===== config.mk =====
export PLATFORM = sky130hd
export DESIGN_NAME = pipe_field
export DESIGN_NICKNAME = d
export VERILOG_FILES = /design/src/rtl/game_pkg.sv /design/src/rtl/pipe_hit_check.sv /design/src/rtl/pipe_field.sv
export SDC_FILE = /design/constraint.sdc
export NUM_CORES = 1
export LEC_CHECK = 0
export CAP_MARGIN = 0
export CORE_MARGIN = 2
export CORE_UTILIZATION = 53
export CTS_CLUSTER_DIAMETER = 60
export CTS_CLUSTER_SIZE = 12
export DETAILED_ROUTE_END_ITERATION = 10
export GPL_TIMING_DRIVEN = 0
export HOLD_SLACK_MARGIN = 0.15
export PLACE_DENSITY = 0.79
export SYNTH_ARGS = -nofsm -noshare
export SYNTH_HDL_FRONTEND = slang
export SYNTH_SLANG_ARGS = --single-unit

===== constraint.sdc =====
create_clock -name clk -period 8.88 [get_ports clk]
set_input_delay 1.332 -clock clk [delete_from_list [all_inputs] [get_ports clk]]
set_output_delay 1.332 -clock clk [all_outputs]
set_load 0.005 [all_outputs]

===== src/rtl/game_pkg.sv =====
// rtl/game_pkg.sv - shared coordinate type and default game geometry
package game_pkg;

  localparam int COORD_W = 16;

  typedef logic signed [COORD_W-1:0] coord_t;
  // One extra bit so sums and differences of two coordinates never wrap.
  typedef logic signed [COORD_W:0]   wide_t;

  localparam int DEF_PIPE_W = 52;
  localparam int DEF_GAP_H  = 160;
  localparam int DEF_BIRD_W = 34;
  localparam int DEF_BIRD_H = 24;

  // Sign-extend a coordinate into the 17-bit comparison domain.
  function automatic wide_t widen(input logic [COORD_W-1:0] v);
    return wide_t'({v[COORD_W-1], v});
  endfunction

endpackage


===== src/rtl/pipe_hit_check.sv =====
// rtl/pipe_hit_check.sv - overlap test between one pipe slot and the bird box
module pipe_hit_check
  import game_pkg::*;
#(
  parameter int PIPE_W = DEF_PIPE_W,
  parameter int GAP_H  = DEF_GAP_H,
  parameter int BIRD_W = DEF_BIRD_W,
  parameter int BIRD_H = DEF_BIRD_H
) (
  input  logic               valid,
  input  logic [COORD_W-1:0] s,
  input  logic [COORD_W-1:0] g,
  input  logic [COORD_W-1:0] bird_s,
  input  logic [COORD_W-1:0] bird_g,
  output logic               hit
);

  localparam wide_t PW = wide_t'(PIPE_W);
  localparam wide_t GH = wide_t'(GAP_H);
  localparam wide_t BW = wide_t'(BIRD_W);
  localparam wide_t BH = wide_t'(BIRD_H);

  wide_t ps, pg, bs, bg;
  logic  scroll_ov, gap_ov;

  assign ps = widen(s);
  assign pg = widen(g);
  assign bs = widen(bird_s);
  assign bg = widen(bird_g);

  // Bird overlaps the pipe column horizontally.
  assign scroll_ov = (bs + BW > ps) && (bs < ps + PW);
  // Bird sticks out of the gap above or below.
  assign gap_ov    = (bg < pg) || (bg + BH > pg + GH);
  assign hit       = valid && scroll_ov && gap_ov;

endmodule


===== src/rtl/pipe_field.sv =====
// rtl/pipe_field.sv - pipe obstacle slots: spawn, scroll, retire, hit, score (PIPE_FIELD_SCORE_EN enables scoring)
module pipe_field
  import game_pkg::*;
#(
  parameter int NUM_PIPES    = 3,
  parameter int SPEED        = 5,
  parameter int SPAWN_PERIOD = 64,
  parameter int SPAWN_S      = 640,
  parameter int GAP_BASE     = 100,
  parameter int GAP_H        = DEF_GAP_H,
  parameter int PIPE_W       = DEF_PIPE_W,
  parameter int BIRD_W       = DEF_BIRD_W,
  parameter int BIRD_H       = DEF_BIRD_H
) (
  input  logic                   clk,
  input  logic                   rst,
  input  logic                   new_frame,
  input  logic                   run,
  input  logic                   clear,
  input  logic [7:0]             rand_in,
  input  logic [15:0]            bird_s,
  input  logic [15:0]            bird_g,
  output logic [16*NUM_PIPES-1:0] pipe_s,
  output logic [16*NUM_PIPES-1:0] pipe_g,
  output logic [NUM_PIPES-1:0]   pipe_valid,
  output logic                   hit,
  output logic                   overflow,
  output logic [15:0]            score,
  output logic                   score_pulse
);

  localparam int              CNT_W    = (SPAWN_PERIOD > 1) ? $clog2(SPAWN_PERIOD) : 1;
  localparam logic [CNT_W-1:0] CNT_LAST = CNT_W'(SPAWN_PERIOD - 1);
  localparam wide_t           STEP     = wide_t'(SPEED);
  localparam wide_t           PW       = wide_t'(PIPE_W);

  coord_t               s_q [NUM_PIPES];
  coord_t               g_q [NUM_PIPES];
  coord_t               s_d [NUM_PIPES];
  coord_t               g_d [NUM_PIPES];
  wide_t                s_nx [NUM_PIPES];
  logic [NUM_PIPES-1:0] valid_q, valid_d, hit_vec;
  logic [CNT_W-1:0]     cnt_q;
  logic                 hit_q, ovf_q, ovf_d, placed, upd;

  assign upd = new_frame & run;

  for (genvar i = 0; i < NUM_PIPES; i++) begin : g_slot
    assign s_nx[i] = widen(s_q[i]) - STEP;

    pipe_hit_check #(
      .PIPE_W(PIPE_W), .GAP_H(GAP_H), .BIRD_W(BIRD_W), .BIRD_H(BIRD_H)
    ) u_hit (
      .valid (valid_q[i]),
      .s     (s_q[i]),
      .g     (g_q[i]),
      .bird_s(bird_s),
      .bird_g(bird_g),
      .hit   (hit_vec[i])
    );

    assign pipe_s[16*i +: 16] = s_q[i];
    assign pipe_g[16*i +: 16] = g_q[i];
  end

  // Scroll and retire live slots, then drop a due pipe into the lowest free slot.
  always_comb begin
    s_d     = s_q;
    g_d     = g_q;
    valid_d = valid_q;
    ovf_d   = ovf_q;
    placed  = 1'b0;
    for (int i = 0; i < NUM_PIPES; i++) begin
      if (valid_q[i]) begin
        if (s_nx[i] < -PW) valid_d[i] = 1'b0;
        else               s_d[i]     = s_nx[i][COORD_W-1:0];
      end
    end
    if (cnt_q == '0) begin
      for (int i = 0; i < NUM_PIPES; i++) begin
        if (!placed && !valid_d[i]) begin
          valid_d[i] = 1'b1;
          s_d[i]     = coord_t'(SPAWN_S);
          g_d[i]     = coord_t'(GAP_BASE) + coord_t'({8'h00, rand_in});
          placed     = 1'b1;
        end
      end
      if (!placed) ovf_d = 1'b1;
    end
  end

  // Slot registers, spawn counter, sticky hit and sticky overflow.
  always_ff @(posedge clk or posedge rst) begin
    if (rst) begin
      for (int i = 0; i < NUM_PIPES; i++) begin
        s_q[i] <= '0;
        g_q[i] <= '0;
      end
      valid_q <= '0;
      cnt_q   <= '0;
      hit_q   <= 1'b0;
      ovf_q   <= 1'b0;
    end else if (clear) begin
      for (int i = 0; i < NUM_PIPES; i++) begin
        s_q[i] <= '0;
        g_q[i] <= '0;
      end
      valid_q <= '0;
      cnt_q   <= '0;
      hit_q   <= 1'b0;
      ovf_q   <= 1'b0;
    end else begin
      if (run) hit_q <= hit_q | (|hit_vec);
      if (upd) begin
        s_q     <= s_d;
        g_q     <= g_d;
        valid_q <= valid_d;
        ovf_q   <= ovf_d;
        cnt_q   <= (cnt_q == CNT_LAST) ? '0 : cnt_q + 1'b1;
      end
    end
  end

  assign pipe_valid = valid_q;
  assign hit        = hit_q;
  assign overflow   = ovf_q;

`ifdef PIPE_FIELD_SCORE_EN
  logic [NUM_PIPES-1:0] pass_vec;
  logic [3:0]           pass_cnt;
  logic [16:0]          score_sum;
  logic [15:0]          score_q;
  logic                 pulse_q;

  // A pipe passes when its trailing edge crosses the bird's leading coordinate.
  for (genvar i = 0; i < NUM_PIPES; i++) begin : g_pass
    assign pass_vec[i] = valid_q[i]
                      && (widen(s_q[i]) + PW >= widen(bird_s))
                      && (s_nx[i] + PW < widen(bird_s));
  end

  // Number of pipes passed in this frame.
  always_comb begin
    pass_cnt = '0;
    for (int i = 0; i < NUM_PIPES; i++) pass_cnt = pass_cnt + {3'b000, pass_vec[i]};
  end

  assign score_sum = {1'b0, score_q} + {13'b0, pass_cnt};

  // Saturating score with a one-cycle pulse whenever it moves.
  always_ff @(posedge clk or posedge rst) begin
    if (rst) begin
      score_q <= '0;
      pulse_q <= 1'b0;
    end else if (clear) begin
      score_q <= '0;
      pulse_q <= 1'b0;
    end else begin
      pulse_q <= 1'b0;
      if (upd) begin
        score_q <= score_sum[16] ? 16'hFFFF : score_sum[15:0];
        pulse_q <= (pass_cnt != 4'd0) && (score_q != 16'hFFFF);
      end
    end
  end

  assign score       = score_q;
  assign score_pulse = pulse_q;
`else
  assign score       = '0;
  assign score_pulse = 1'b0;
`endif

endmodule


After elaboration in Yosys (flattened, before gate mapping)

Cells that the tools add are included.

RAM bits: 0
Memories kept: 0
Register bits after elaboration: 107
Input port bits: 45
Output and inout port bits: 118
Bits in latches: 0
Memory bits (read-only): 0
Logic and storage cells: 116

Add/sub/neg operators: 13
Multiply operators: 0
Muxes and demuxes: 44
Order comparisons: 15
Reductions and logical operators: 29
Bitwise operators: 2
Div/mod/pow operators: 0
Eq/ne operators: 3
Shifts and indexed selects: 0

Operators with widths:

| cell                                                                  | count |
|---|---|
| 48-bit two-way mux                                                    | 6 |
| 16-bit two-way mux                                                    | 12 |
| 16-bit by 7-bit adder with 17-bit output, second input constant       | 4 |
| 16-bit by 9-bit adder with 17-bit output, second input constant       | 3 |
| 17-bit by 16-bit greater-than comparator with 1-bit output            | 3 |
| 17-bit greater-than comparator                                        | 3 |
| 16-bit by 17-bit < comparator with 1-bit output                       | 3 |
| 17-bit by 7-bit < comparator with 1-bit output, second input constant | 3 |
| 16-bit by 4-bit subtractor with 17-bit output, second input constant  | 3 |
| 16-bit < comparator                                                   | 3 |
| 1-bit two-way mux                                                     | 20 |
| 6-bit two-way mux                                                     | 3 |
| 16-bit by 6-bit adder with 17-bit output, second input constant       | 1 |
| 3-bit AND reduction                                                   | 4 |
| 1-bit logical AND                                                     | 11 |
| 2-bit nonzero test                                                    | 5 |
| 7-bit by 8-bit adder with 9-bit output, first input constant          | 1 |
| 3-bit two-way mux                                                     | 3 |
| 6-bit by 1-bit adder with 6-bit output, second input constant         | 1 |
| 6-bit equality test, second input constant                            | 1 |
| 6-bit logical NOT                                                     | 1 |
| 1-bit logical NOT                                                     | 4 |
| 2-bit inequality test, second input constant                          | 2 |
| 1-bit logical OR                                                      | 3 |
| other kinds (3)                                                       | 3 |

Longest topological paths before layout

Word-level depth: 18
Depth in mapped cells: 17
Depth with buffers taken out: 15

By module

From an unflattened synthesis, not the netlist that was laid out.

Cells, all modules: 1,642
Area, all modules: 12,921.1 sq um

By module, submodules not included:

| module         | instances | area each (sq um) | cells each |
|---|---|---|---|
| pipe_hit_check | 3         | 2,346.0           | 323 |
| pipe_field     | 1         | 5,883.1           | 673 |

Least setup slack after synthesis

No wires, ideal clock.

Kind: input-to-reg
Start point: input port bird_s[1]
End point: register hit_q (netlist: hit)
Setup time: 0.128 ns
Setup slack: 4.876 ns
Stages: 14
Arrival: 3.876 ns
Path buffers: 0
Required time: 8.752 ns
Cell sequence: ha_1 > and3_1 > o21ai_0 > nand2b_1 > nor2_1 > xor2_1 > ha_1 > nand3_1 > or4_1 > a31oi_1 > a211oi_1 > o21ai_0 > o21a_1 > a31oi_1

Longest elaborated chain between the ends: 9
Elaborated cells on any way between the ends: 20
Classes of those cells: add/sub: 1; order compare: 6; mux: 2; bitwise: 1; reduce/logical: 10

RTL lines:

| what                                                       | RTL line             | source |
|---|---|---|
| from (decl)                                                | pipe_field.sv:21     | `input logic [15:0] bird_s,` |
| 16-bit by 7-bit adder with 17-bit output                   | pipe_hit_check.sv:32 | `assign scroll_ov = (bs + BW > ps) && (bs < ps + PW);` |
| 17-bit by 16-bit greater-than comparator with 1-bit output | pipe_hit_check.sv:32 |  |
| 1-bit logical AND                                          | pipe_hit_check.sv:32 |  |
| 1-bit logical AND (2 in a row)                             | pipe_hit_check.sv:35 | `assign hit = valid && scroll_ov && gap_ov;` |
| 3-bit OR reduction (*)                                     | pipe_field.sv:113    | `if (run) hit_q <= hit_q \| (\|hit_vec);` |
| 1-bit bitwise OR (*)                                       | pipe_field.sv:113    |  |
| 1-bit two-way mux (*)                                      | pipe_field.sv:113    |  |
| 1-bit two-way mux (*)                                      | pipe_field.sv:103    | `end else if (clear) begin` |
| to (signal assigned)                                       | pipe_field.sv:113    |  |
| to (decl)                                                  | pipe_field.sv:44     | `logic hit_q, ovf_q, ovf_d, placed, upd;` |

Mark *: on every way between the ends. The rest lies on a longest branch, timed or not. The select of a mux whose other input is x is not followed.
A chain may end at the register's enable or synchronous reset.

Worst setup path in the final report

Same ends and word-level chain as after synthesis.

==> summary.md <==
| Metric | Value |
|---|---|
| Primary FF master, synth | `dfrtp_1` |
| Max Clk Rate | `slightly below 0.2 GHz` |
| DRC | `0` |
| Critical Path Slowest Stage Cell | `clkdlybuf4s50_1` |
| Sequential share of the synthesized area | `between 20% and 30%` |
| Critical path origin | `bird_s[1]` |
| IO Count | `163` |
| Fin util | `between 60% and 70%` |
| Delay-heaviest family, CP | `compound AO/OA/AOI/OAI gates` |
| Crit share post-route | `between 50 and 60%` |
| Vias in the first global route | `10,110` |
| Clock transition at the registers of the reported paths | `~80 ps` |
| Mapped Cells | `1,266` |
| Nature of the critical path endpoint | `flop` |
| Routed wire per std cell | `approximately 20 um` |
| Post-synth EDFFs | `0` |
| Clock Path Buffers | `2` |
| #FFs+latches synth | `86` |
| Reg2Reg Depth | `13` |
| Drt total wl | `between 30,000 and 40,000 um` |
| Hold depth | `1` |
| Max incr delay on CP | `between 600 and 700 ps` |
| Clock skew | `between 10 and 15 ps` |
| Layout fillers | `1,652` |
| Pleak | `between 5 and 6 nW` |
| Crit-path cells | `clkdlybuf4s50_1 -> ha_1 -> and3_1 -> o21ai_0 -> nand2b_1 -> nor2_1 -> xor2_1 -> ha_1 -> nand3_1 -> nor4_1 -> a21boi_0 -> o311a_1 -> o211ai_1 -> o21a_1 -> a31oi_1` |
| Layout area overhead | `19.80%` |
| Worst-margin pin slew | `between 900 and 1000 ps` |
| Root buffer selected by CTS | `clkbuf_16` |
| Status | `finished, final reports clean` |
| Critical path startpoint category | `primary input` |
| IO buf count | `approximately 120` |
| Worst skew pair latency | `between 300 and 400 ps` |
| CTS tree | `done` |
| Setup bufs post-CTS | `0` |
| Core area | `18,830 um2` |
| Starting Density | `54.45%` |
| Total GRT Usage | `about a third` |
| DRT Pass-1 Iters | `6` |
| CTS sink count | `between 80 and 90` |
| Maxcap violations | `0` |
| Die area | `20,470 um2` |
| GP Congestion | `approximately 0.98` |
| Vias/cell | `around 6.2` |
| Worst Hold Class | `flop to flop` |
| YS warnings | `0` |
| Post_cts resized | `0` |
| Fin. Hold Viols | `0` |
| Die Wd | `between 100 and 150 um` |
| Crit Path Max Fanout | `7` |
| Multi-input gate area | `~7400 um2` |
| Post-DRT Antenna Nets | `0` |
| Share of cells above drive strength 1 | `approximately 7.3%` |
| Setup TNS | `0 ps` |
| Initial antenna violation count | `0` |
| DP HPWL | `26,780 um` |
| Hold_ws | `between 400 and 500 ps` |
| Required time of the worst setup path | `~9200 ps` |
| First-pass GRT wire length | `about 53,000 um` |
| Final slew viol count | `0` |
| Die height | `143.1 um` |
| Cts bufs inserted | `9` |
| Largest net degree at the start of global routing | `46` |
| Register Area | `approximately 2200 um2` |
| Hold Startpoint | `overflow$_DFFE_PP0P_` |
| Post-Syn Area | `between 10,000 and 15,000 um2` |
| Power Dens Cells | `94.71 nW/um2` |
| Antenna Cells | `0` |
| Mean post-synth cell area | `~8.1 um2` |
| Worst Path Buf+Inv | `1` |
| Global route total overflow | `0` |
| Vias | `10,480` |
| Setup CP Type | `primary input to flop` |
| Most frequent CP cell | `ha_1` |
| Nets | `1,647` |
| Terminus of the critical flop-to-flop path | `pipe_s[38]$_DFFE_PP0P_` |
| # rows | `50` |
| Worst hold path endpoint | `overflow$_DFFE_PP0P_` |
| Drt initial violations | `1,031` |
| Reg2reg setup slack | `slightly above 4000 ps` |
| Crit path DAT | `5430 ps` |
| Min cycle time layout | `5152 ps` |
| H-tree levels | `3` |
| Unrepaired setup endpoints after global routing | `no` |
| VDD IR max | `between 0.00009 and 0.0001 V` |
| Reg-to-Reg Start | `pipe_s[3]$_DFFE_PP0P_` |
| Synth cell types | `83` |
| Async set-reset flop share out of synthesis | `between 90% and 100%` |
| Post-CTS Hold Buffers | `0` |
| Setup violators final | `0` |
| Worst rel slew slack | `a little over a third` |
[cell type report]
class / count / area share (%)
Buffer: 93 / 4.299
Clock buffer: 9 / 1.834
Clock inverter: 7 / 0.6418
Inverter: 93 / 2.863
Multi-Input combinational cell: 1031 / 59.94
Sequential cell: 86 / 17.52
Tap cell: 260 / 2.649
Timing Repair Buffer: 124 / 10.25
[placed cells by master, fill, tap and decap left out, types with 6 or more instances in the layout]
cell             count
ha_1               164
clkdlybuf4s50_1    123
nor2_1             100
a21oi_1             91
inv_1               89
dfrtp_1             86
nand2_1             85
xnor2_1             58
o21ai_0             57
nand3_1             46
nor3_1              45
buf_4               41
clkbuf_1            38
conb_1              38
nand4_1             34
a21o_1              23
xor2_1              20
o31ai_1             19
or3_1               17
a211oi_1            16
nor2b_1             15
o21a_1              14
nor4_1              13
mux2i_1             13
o211ai_1            12
a31o_2              11
or4_1               10
a31oi_1              9
and3_1               9
clkbuf_16            9
buf_2                8
o22ai_1              6
a2111oi_0            6
[worst max path at each step]
stage	end	cells after the start
after global routing	hit$_DFFE_PP0P_	15
after CTS	hit$_DFFE_PP0P_	15
after floorplan	hit$_DFFE_PP0P_	14
final	hit$_DFFE_PP0P_	15
after detailed placement	hit$_DFFE_PP0P_	15
after global placement	hit$_DFFE_PP0P_	15
[routing by layer]
| layer | track usage, % | vias up | wire [um] | share of wire (%) |
|---|---|---|---|---|
| met1 | 41.22 | 4895 | 13340 | 39 |
| met4 | 17.98 | 0 | 1647 | 4.8 |
| li1 | - | 4912 | - | - |
| met3 | 6.707 | 133 | 3201 | 9.4 |
| met5 | 0 | - | 0 | 0 |
| met2 | 54.37 | 544 | 15780 | 46 |
[registers in the layout, summed over array words and instances, names as in the netlist]
| register | flops |
|---|---|
| cnt_q | 6 |
| overflow | 1 |
| hit | 1 |
| pipe_valid | 3 |
| pipe_g | 27 |
| pipe_s | 48 |
[synthesized netlist by cell type (all sizes together), types with 14 or more instances]
cell type  instances  area [um2]
a211oi            17       132.6
a21o              23       172.7
a21oi             91       455.4
buf               55       385.4
clkbuf            38       142.6
dfrtp             86        2152
ha               164        2052
inv               90       337.8
nand2             85       319.1
nand3             46       230.2
nand4             34       212.7
nor2             101       386.6
nor2b             15       93.84
nor3              45       225.2
nor4              16       136.4
o21a              14       105.1
o21ai             59       295.3
o31ai             20       163.9
or3               18       117.6
or4               14       120.1
xnor2             58       508.0
xor2              20       175.2
[metrics by stage]
step                      cell area (um2)  power [W]  std cells  worst slack (ps)
after detailed placement            11980  0.0007506       1687              3545
after global placement              11950  0.0007379       1686              3593
final                               12280   0.001163       1703              3728
after CTS                           12280   0.001154       1703              3847
after global routing                12280   0.001215       1703              3571
after floorplan                     10390  0.0006313       1303              4876
[logic make-up (layout without fill, tap and decap cells)]
family,count (synthesis),count (layout),share of synthesized area [%]
XOR/XNOR,78,78,6.663
other,1,38,0.03658
multiplexers,15,15,1.489
buffers and inverters,186,326,8.555
adder cells (fa/ha/maj),164,164,20.01
AND/OR/NAND/NOR,416,416,21.25
flip-flops,86,86,20.99
AO/OA/AOI/OAI,320,320,21.00
[report_power, final]
group / leakage, nW / total (W) / internal, W / switching (W)
registers: 1.19 / 0.000408 / 0.000398 / 0.0000103
clock network: 0.144 / 0.000411 / 0.000222 / 0.000189
logic: 3.88 / 0.000344 / 0.000146 / 0.000198
total: 5.22 / 0.00116 / 0.000766 / 0.000397
No activity file was read; power rests on OpenSTA's default activity.
